$ cat src/rtl/loader_pkg.sv
// Shared constants and state encoding for the instruction-memory loader.
package loader_pkg;

  localparam int INST_MEM_BYTES = 4096;
  localparam int ADDR_W         = 12;
  localparam int CNT_W          = 11;

  localparam logic [1:0] ST_IDLE  = 2'd0;
  localparam logic [1:0] ST_RECV  = 2'd1;
  localparam logic [1:0] ST_WRITE = 2'd2;
  localparam logic [1:0] ST_DONE  = 2'd3;

  typedef enum logic [1:0] {
    IDLE  = ST_IDLE,
    RECV  = ST_RECV,
    WRITE = ST_WRITE,
    DONE  = ST_DONE
  } state_t;

endpackage

$ cat src/rtl/inst_mem_loader_word_assembler.sv
// Byte-lane register: packs little-endian bytes into a 32-bit word and keeps a running XOR checksum.
module word_assembler
  import loader_pkg::*;
(
  input  logic        clk,
  input  logic        reset,
  input  logic        clear,
  input  logic        accept,
  input  logic [7:0]  byte_data,
  output logic [31:0] word_next,
  output logic        word_done,
  output logic [7:0]  checksum
);

  logic [1:0]  byte_idx_q, byte_idx_d;
  logic [31:0] lanes_q, lanes_d;
  logic [7:0]  chk_q, chk_d;

  always_comb begin
    byte_idx_d = byte_idx_q;
    lanes_d    = lanes_q;
    chk_d      = chk_q;
    word_done  = 1'b0;
    if (clear) begin
      byte_idx_d = 2'd0;
      lanes_d    = 32'd0;
      chk_d      = 8'd0;
    end else if (accept) begin
      lanes_d[{byte_idx_q, 3'b000} +: 8] = byte_data;
      chk_d      = chk_q ^ byte_data;
      byte_idx_d = byte_idx_q + 2'd1;
      word_done  = (byte_idx_q == 2'd3);
    end
  end

  // word_next includes the byte arriving this cycle so the writer sees a complete word
  assign word_next = lanes_d;
  assign checksum  = chk_q;

  always_ff @(posedge clk) begin
    if (!reset) begin
      byte_idx_q <= 2'd0;
      lanes_q    <= 32'd0;
      chk_q      <= 8'd0;
    end else begin
      byte_idx_q <= byte_idx_d;
      lanes_q    <= lanes_d;
      chk_q      <= chk_d;
    end
  end

endmodule

$ cat src/rtl/inst_mem_loader.sv
// Streams program bytes into instruction memory word by word while holding the CPU in reset.
module inst_mem_loader
  import loader_pkg::*;
#(
  parameter int MEM_WORDS = 1024
) (
  input  logic                clk,
  input  logic                reset,
  input  logic                start,
  input  logic [CNT_W-1:0]    word_count,
  input  logic                byte_valid,
  input  logic [7:0]          byte_data,
  output logic                byte_ready,
  output logic                mem_we,
  output logic [ADDR_W-1:0]   mem_addr,
  output logic [31:0]         mem_wdata,
  output logic                cpu_hold,
  output logic                done,
  output logic                error,
  output logic [7:0]          checksum
);

  localparam int          IDX_W     = $clog2(MEM_WORDS);
  localparam logic [31:0] MAX_WORDS = MEM_WORDS;

  state_t             state_q, state_d;
  logic [IDX_W-1:0]   word_idx_q, word_idx_d;
  logic [CNT_W-1:0]   word_count_q, word_count_d;
  logic               byte_ready_q, byte_ready_d;
  logic               mem_we_q, mem_we_d;
  logic [ADDR_W-1:0]  mem_addr_q, mem_addr_d;
  logic [31:0]        mem_wdata_q, mem_wdata_d;
  logic               cpu_hold_q, cpu_hold_d;
  logic               done_q, done_d;
  logic               error_q, error_d;

  logic               accept;
  logic               clear;
  logic               word_done;
  logic [31:0]        word_next;
  logic               last_word;

  assign accept    = byte_valid && byte_ready_q;
  assign clear     = start && ((state_q == IDLE) || (state_q == DONE));
  assign last_word = (CNT_W'(word_idx_q) == (word_count_q - CNT_W'(1)));

  word_assembler u_asm (
    .clk       (clk),
    .reset     (reset),
    .clear     (clear),
    .accept    (accept),
    .byte_data (byte_data),
    .word_next (word_next),
    .word_done (word_done),
    .checksum  (checksum)
  );

  always_comb begin
    state_d      = state_q;
    word_idx_d   = word_idx_q;
    word_count_d = word_count_q;
    byte_ready_d = byte_ready_q;
    mem_we_d     = 1'b0;
    mem_addr_d   = mem_addr_q;
    mem_wdata_d  = mem_wdata_q;
    cpu_hold_d   = cpu_hold_q;
    done_d       = done_q;
    error_d      = error_q;
    case (state_q)
      IDLE, DONE: begin
        if (start) begin
          word_idx_d   = '0;
          word_count_d = word_count;
          done_d       = 1'b0;
          error_d      = 1'b0;
          if (word_count == '0) begin
            state_d    = DONE;
            done_d     = 1'b1;
            cpu_hold_d = 1'b0;
          end else if ({{(32-CNT_W){1'b0}}, word_count} > MAX_WORDS) begin
            state_d    = DONE;
            error_d    = 1'b1;
            cpu_hold_d = 1'b0;
          end else begin
            state_d      = RECV;
            byte_ready_d = 1'b1;
            cpu_hold_d   = 1'b1;
          end
        end
      end
      RECV: begin
        if (word_done) begin
          state_d      = WRITE;
          byte_ready_d = 1'b0;
          mem_we_d     = 1'b1;
          mem_addr_d   = ADDR_W'({word_idx_q, 2'b00});
          mem_wdata_d  = word_next;
        end
      end
      WRITE: begin
        if (last_word) begin
          state_d    = DONE;
          done_d     = 1'b1;
          cpu_hold_d = 1'b0;
        end else begin
          state_d      = RECV;
          word_idx_d   = word_idx_q + 1'b1;
          byte_ready_d = 1'b1;
        end
      end
      default: state_d = IDLE;
    endcase
  end

  always_ff @(posedge clk) begin
    if (!reset) begin
      state_q      <= IDLE;
      word_idx_q   <= '0;
      word_count_q <= '0;
      byte_ready_q <= 1'b0;
      mem_we_q     <= 1'b0;
      mem_addr_q   <= '0;
      mem_wdata_q  <= '0;
      cpu_hold_q   <= 1'b1;
      done_q       <= 1'b0;
      error_q      <= 1'b0;
    end else begin
      state_q      <= state_d;
      word_idx_q   <= word_idx_d;
      word_count_q <= word_count_d;
      byte_ready_q <= byte_ready_d;
      mem_we_q     <= mem_we_d;
      mem_addr_q   <= mem_addr_d;
      mem_wdata_q  <= mem_wdata_d;
      cpu_hold_q   <= cpu_hold_d;
      done_q       <= done_d;
      error_q      <= error_d;
    end
  end

  assign byte_ready = byte_ready_q;
  assign mem_we     = mem_we_q;
  assign mem_addr   = mem_addr_q;
  assign mem_wdata  = mem_wdata_q;
  assign cpu_hold   = cpu_hold_q;
  assign done       = done_q;
  assign error      = error_q;

endmodule

$ cat config.mk
export PLATFORM = sky130hd
export DESIGN_NAME = inst_mem_loader
export DESIGN_NICKNAME = d
export VERILOG_FILES = /design/src/rtl/loader_pkg.sv /design/src/rtl/inst_mem_loader_word_assembler.sv /design/src/rtl/inst_mem_loader.sv
export SDC_FILE = /design/constraint.sdc
export NUM_CORES = 1
export LEC_CHECK = 0
export CAP_MARGIN = 20
export CORE_AREA = 3 3 98 100
export CTS_CLUSTER_DIAMETER = 200
export DETAILED_ROUTE_END_ITERATION = 12
export DIE_AREA = 0 0 101 103
export HOLD_SLACK_MARGIN = 0.12
export PLACE_DENSITY = 0.88
export SLEW_MARGIN = 20
export SYNTH_ARGS = -nofsm -noshare
export SYNTH_HDL_FRONTEND = slang
export SYNTH_HIERARCHICAL = 1
export SYNTH_SLANG_ARGS = --single-unit
$ cat constraint.sdc
create_clock -name clk -period 6.1 [get_ports clk]
set_input_delay 0.915 -clock clk [delete_from_list [all_inputs] [get_ports clk]]
set_output_delay 0.915 -clock clk [all_outputs]
set_load 0.05 [all_outputs]
==> flow_summary.yaml <==
cells_and_area:
  seq_area_um2: 2240
  final_nets: 703
  area_growth_syn_to_layout_pct: 18.2
  drive_above_1_share_pct: 4.14
  multiInputGateArea_um2: 2590
  insertedDiodeCount: 0
  fill_cells: 702
  utilization_pct: 68.6
place:
  io_buffers: 77
  dp_hpwl_mm: 8.44
  gp_congestion: 0.859
flow_run:
  maxCapViolCount: 0
logic_synthesis:
  muxShareOfSynthArea_pct: 0.393
  synth_top_cell_by_area: "dfxtp_1"
  synthFlopType: "dfxtp_1"
  synth_edf_count: 0
  synth_top_family_by_area: "simple AND/OR/NAND/NOR gates"
  ys_types: 50
  synth-compound-area-share_pct: 18.2
  synthAdderAreaFrac_pct: 2.21
  ys_top_cells_by_count: "129 x nand2_1, 112 x dfxtp_1, 82 x nor2_1, 41 x a21boi_0, 26 x a21oi_1"
  synthTopCellsByArea: "dfxtp_1 44%, nand2_1 9.5%, a21boi_0 6.0%, nor2_1 6.0%, a32oi_1 2.8%"
  syn_avg_cell_area_um2: 8.22
  ys_seq_area_share_pct: 44.1
  yosysTopAreaCellShare_pct: 44.1
  async_flop_share_pct: 0
  ys_ff_latch: 112
  synth_area_um2: 5090
  synth_xor_area_share_pct: 4.13
  yosys.cell_count.top_type: "nand2_1"
  yosys.area_share.simple_pct: 25.8
  syn_inst: 619
  synth_warnings: 6
global_routing:
  grt_pass1_wl_mm: 20.6
  grt_pass1_vias: 4393
  gr-total-overflow: 0
  track_usage_pct: 24.4
  antenna_found_initial: 0
  grt_max_degree: 54
route:
  post-route-drc-count: 0
  vias: 4569
  vias_per_cell: 5.83
  drt_iter0_markers: 274
  wl_per_cell_um: 15.7
  firstDrtPassIters: 4
  wl_mm: 12.3
  ant_nets: 0
pwr:
  power_leakage_nw: 2.18
  power_density_nw_per_um2: 300
  vdd_ir_drop_max_mv: 0.145
timing:
  setup_viol: 0
  min_period_ns: 3.61
  worst_pin_slew_ns: 0.957
  max_freq_mhz: 277
  finalSetupTns_ns: 0
  max_slew_margin_pct: 36.2
  min_period_over_period_pct: 59.2
  slew_violations: 0
  rsz0062_at_grt: "no"
  finClkSkew_ns: 0.00849
  hold_viol_final: 0
worst_setup_path:
  crit_fanout: 32
  endpoint_kind: "flip-flop"
  crit_family: "simple AND/OR/NAND/NOR gates"
  arrival_ns: 3.91
  rr_endpoint: "mem_wdata[9]"
  cp_cell_sequence: "clkdlybuf4s50_1, and2_1, nand2_2, nor2_1, and2_1, buf_4, nand2_1, a21boi_0"
  path_common_cell: "and2_1"
  critPathBufInv: 2
  worstSetupStartpoint: "byte_valid"
  cp_slowest_cell: "and2_1"
  rr_worst_depth: 7
  worstReg2RegStart: "byte_ready"
  crit_path_max_incr_delay_ns: 0.76
  crit_type: "in2reg"
  regToRegSetupSlack_ns: 3.15
  required_ns: 6.40
  crit_path_start_kind: "primary input"
min_path:
  holdPathEnd: "mem_wdata[24]"
  worstHoldPathType: "reg2reg"
  hp-start: "mem_wdata[24]"
  worstHoldPathCells: 2
cts:
  cts_sinks: 112
  cts_htree_levels: 3
  cts-root-buf: "clkbuf_8"
  path_clk_slew_ns: 0.10
  clock_path_buffers: 2
  cts_buffers: 9
  insertion_delay_ns: 0.37
  tritoncts: "yes"
  cts-resized-gates: 0
  postCtsHoldBufs: 0
  cts_setup_buffers: 0
status:
  status: "finished, final reports clean"
floorplan:
  rows: 34
  die_w_um: 101
  die_h_um: 103
  io_pins: 80
  core_area_um2: 8760
  fp.dieArea_um2: 10400
  start_util_pct: 58.1
-- cell families after synthesis --
kind of cell | after synthesis
buf+inv | 56
simple gates | 285
xor+xnor | 24
flops | 112
mux | 2
other cells | 1
fa+ha+maj | 9
compound gates | 130
-- worst reg2reg max path: stages (launching register included) --
cell and delay, ns:
dfxtp_1 0.37, and2_1 0.77, nand2_2 0.27, nor2_1 0.30, and2_1 0.46, buf_4 0.39, nand2_1 0.14, a21boi_0 0.18
-- layer usage --
metal	share of wire, %	global-route usage, %	up-vias
li1	-	-	2205
met1	43	31.4	2176
met2	48	40.2	153
met3	5.7	4.47	35
met4	2.6	10.7	0
met5	0	0	-
-- registers in the layout (all words and copies together) (netlist names) --
| name | flops |
|---|---|
| mem_wdata | 32 |
| u_asm/lanes_q | 32 |
| word_count_q | 11 |
| mem_addr | 10 |
| word_idx_q | 10 |
| u_asm/checksum | 8 |
| state_q | 2 |
| u_asm/byte_idx_q | 2 |
| byte_ready | 1 |
| cpu_hold | 1 |
| done | 1 |
| error | 1 |
| mem_we | 1 |
-- cells in the final DEF (no fill, tap or decap), types with 5 or more instances in the layout --
| cell type | count |
|---|---|
| nand2_1 | 129 |
| dfxtp_1 | 112 |
| nor2_1 | 82 |
| clkdlybuf4s50_1 | 77 |
| a21boi_0 | 41 |
| a21oi_1 | 26 |
| and3_1 | 20 |
| a22oi_1 | 17 |
| a32oi_1 | 16 |
| inv_1 | 14 |
| xnor2_1 | 12 |
| xor2_1 | 12 |
| ha_1 | 9 |
| clkbuf_8 | 9 |
| and2b_1 | 8 |
| o31ai_1 | 6 |
| nand4_1 | 5 |
| nand3_1 | 5 |
| or4_1 | 5 |
| buf_4 | 5 |
-- worst max-delay path by stage --
| stage | end | cells past startpoint |
|---|---|---|
| 2_1_floorplan | mem_addr[11] | 10 |
| 5_1_grt | mem_wdata[12] | 8 |
| 3_3_place_gp | mem_addr[2] | 8 |
| 3_5_place_dp | mem_wdata[9] | 8 |
| 6_report | mem_wdata[9] | 8 |
| 4_1_cts | mem_wdata[12] | 8 |
-- metrics by stage --
| stage | total power [mW] | instance area [um^2] | cells | hold WS, ns | worst slack (ns) |
|---|---|---|---|---|---|
| 3_5_place_dp | 1.38 | 5830 | 768 | 0.453 | 2.16 |
| 5_1_grt | 1.91 | 6020 | 784 | 0.486 | 2.17 |
| 3_3_place_gp | 1.36 | 5830 | 768 | 0.448 | 2.37 |
| 2_1_floorplan | 1.25 | 5090 | 620 | 0.463 | 3.50 |
| 4_1_cts | 1.81 | 6020 | 784 | 0.468 | 2.49 |
| 6_report | 1.80 | 6020 | 784 | 0.465 | 2.49 |
-- power by group --
part           leakage [nW]  total [mW]  switching (mW)  internal (mW)
Sequential            0.905       0.825          0.0500          0.775
Combinational          1.17       0.541           0.345          0.196
Clock                 0.100       0.436           0.247          0.189
Total                  2.18        1.80           0.642           1.16
-- final cells by class --
class | instances | area share, %
timing repair buffer | 82 | 13.4
inverter | 14 | 0.874
sequential | 112 | 37.3
clock buffer | 10 | 2.12
multi-input combinational | 452 | 43.1
clock inverter | 6 | 0.978
tap | 108 | 2.25
(Power assumes the default switching activity.)
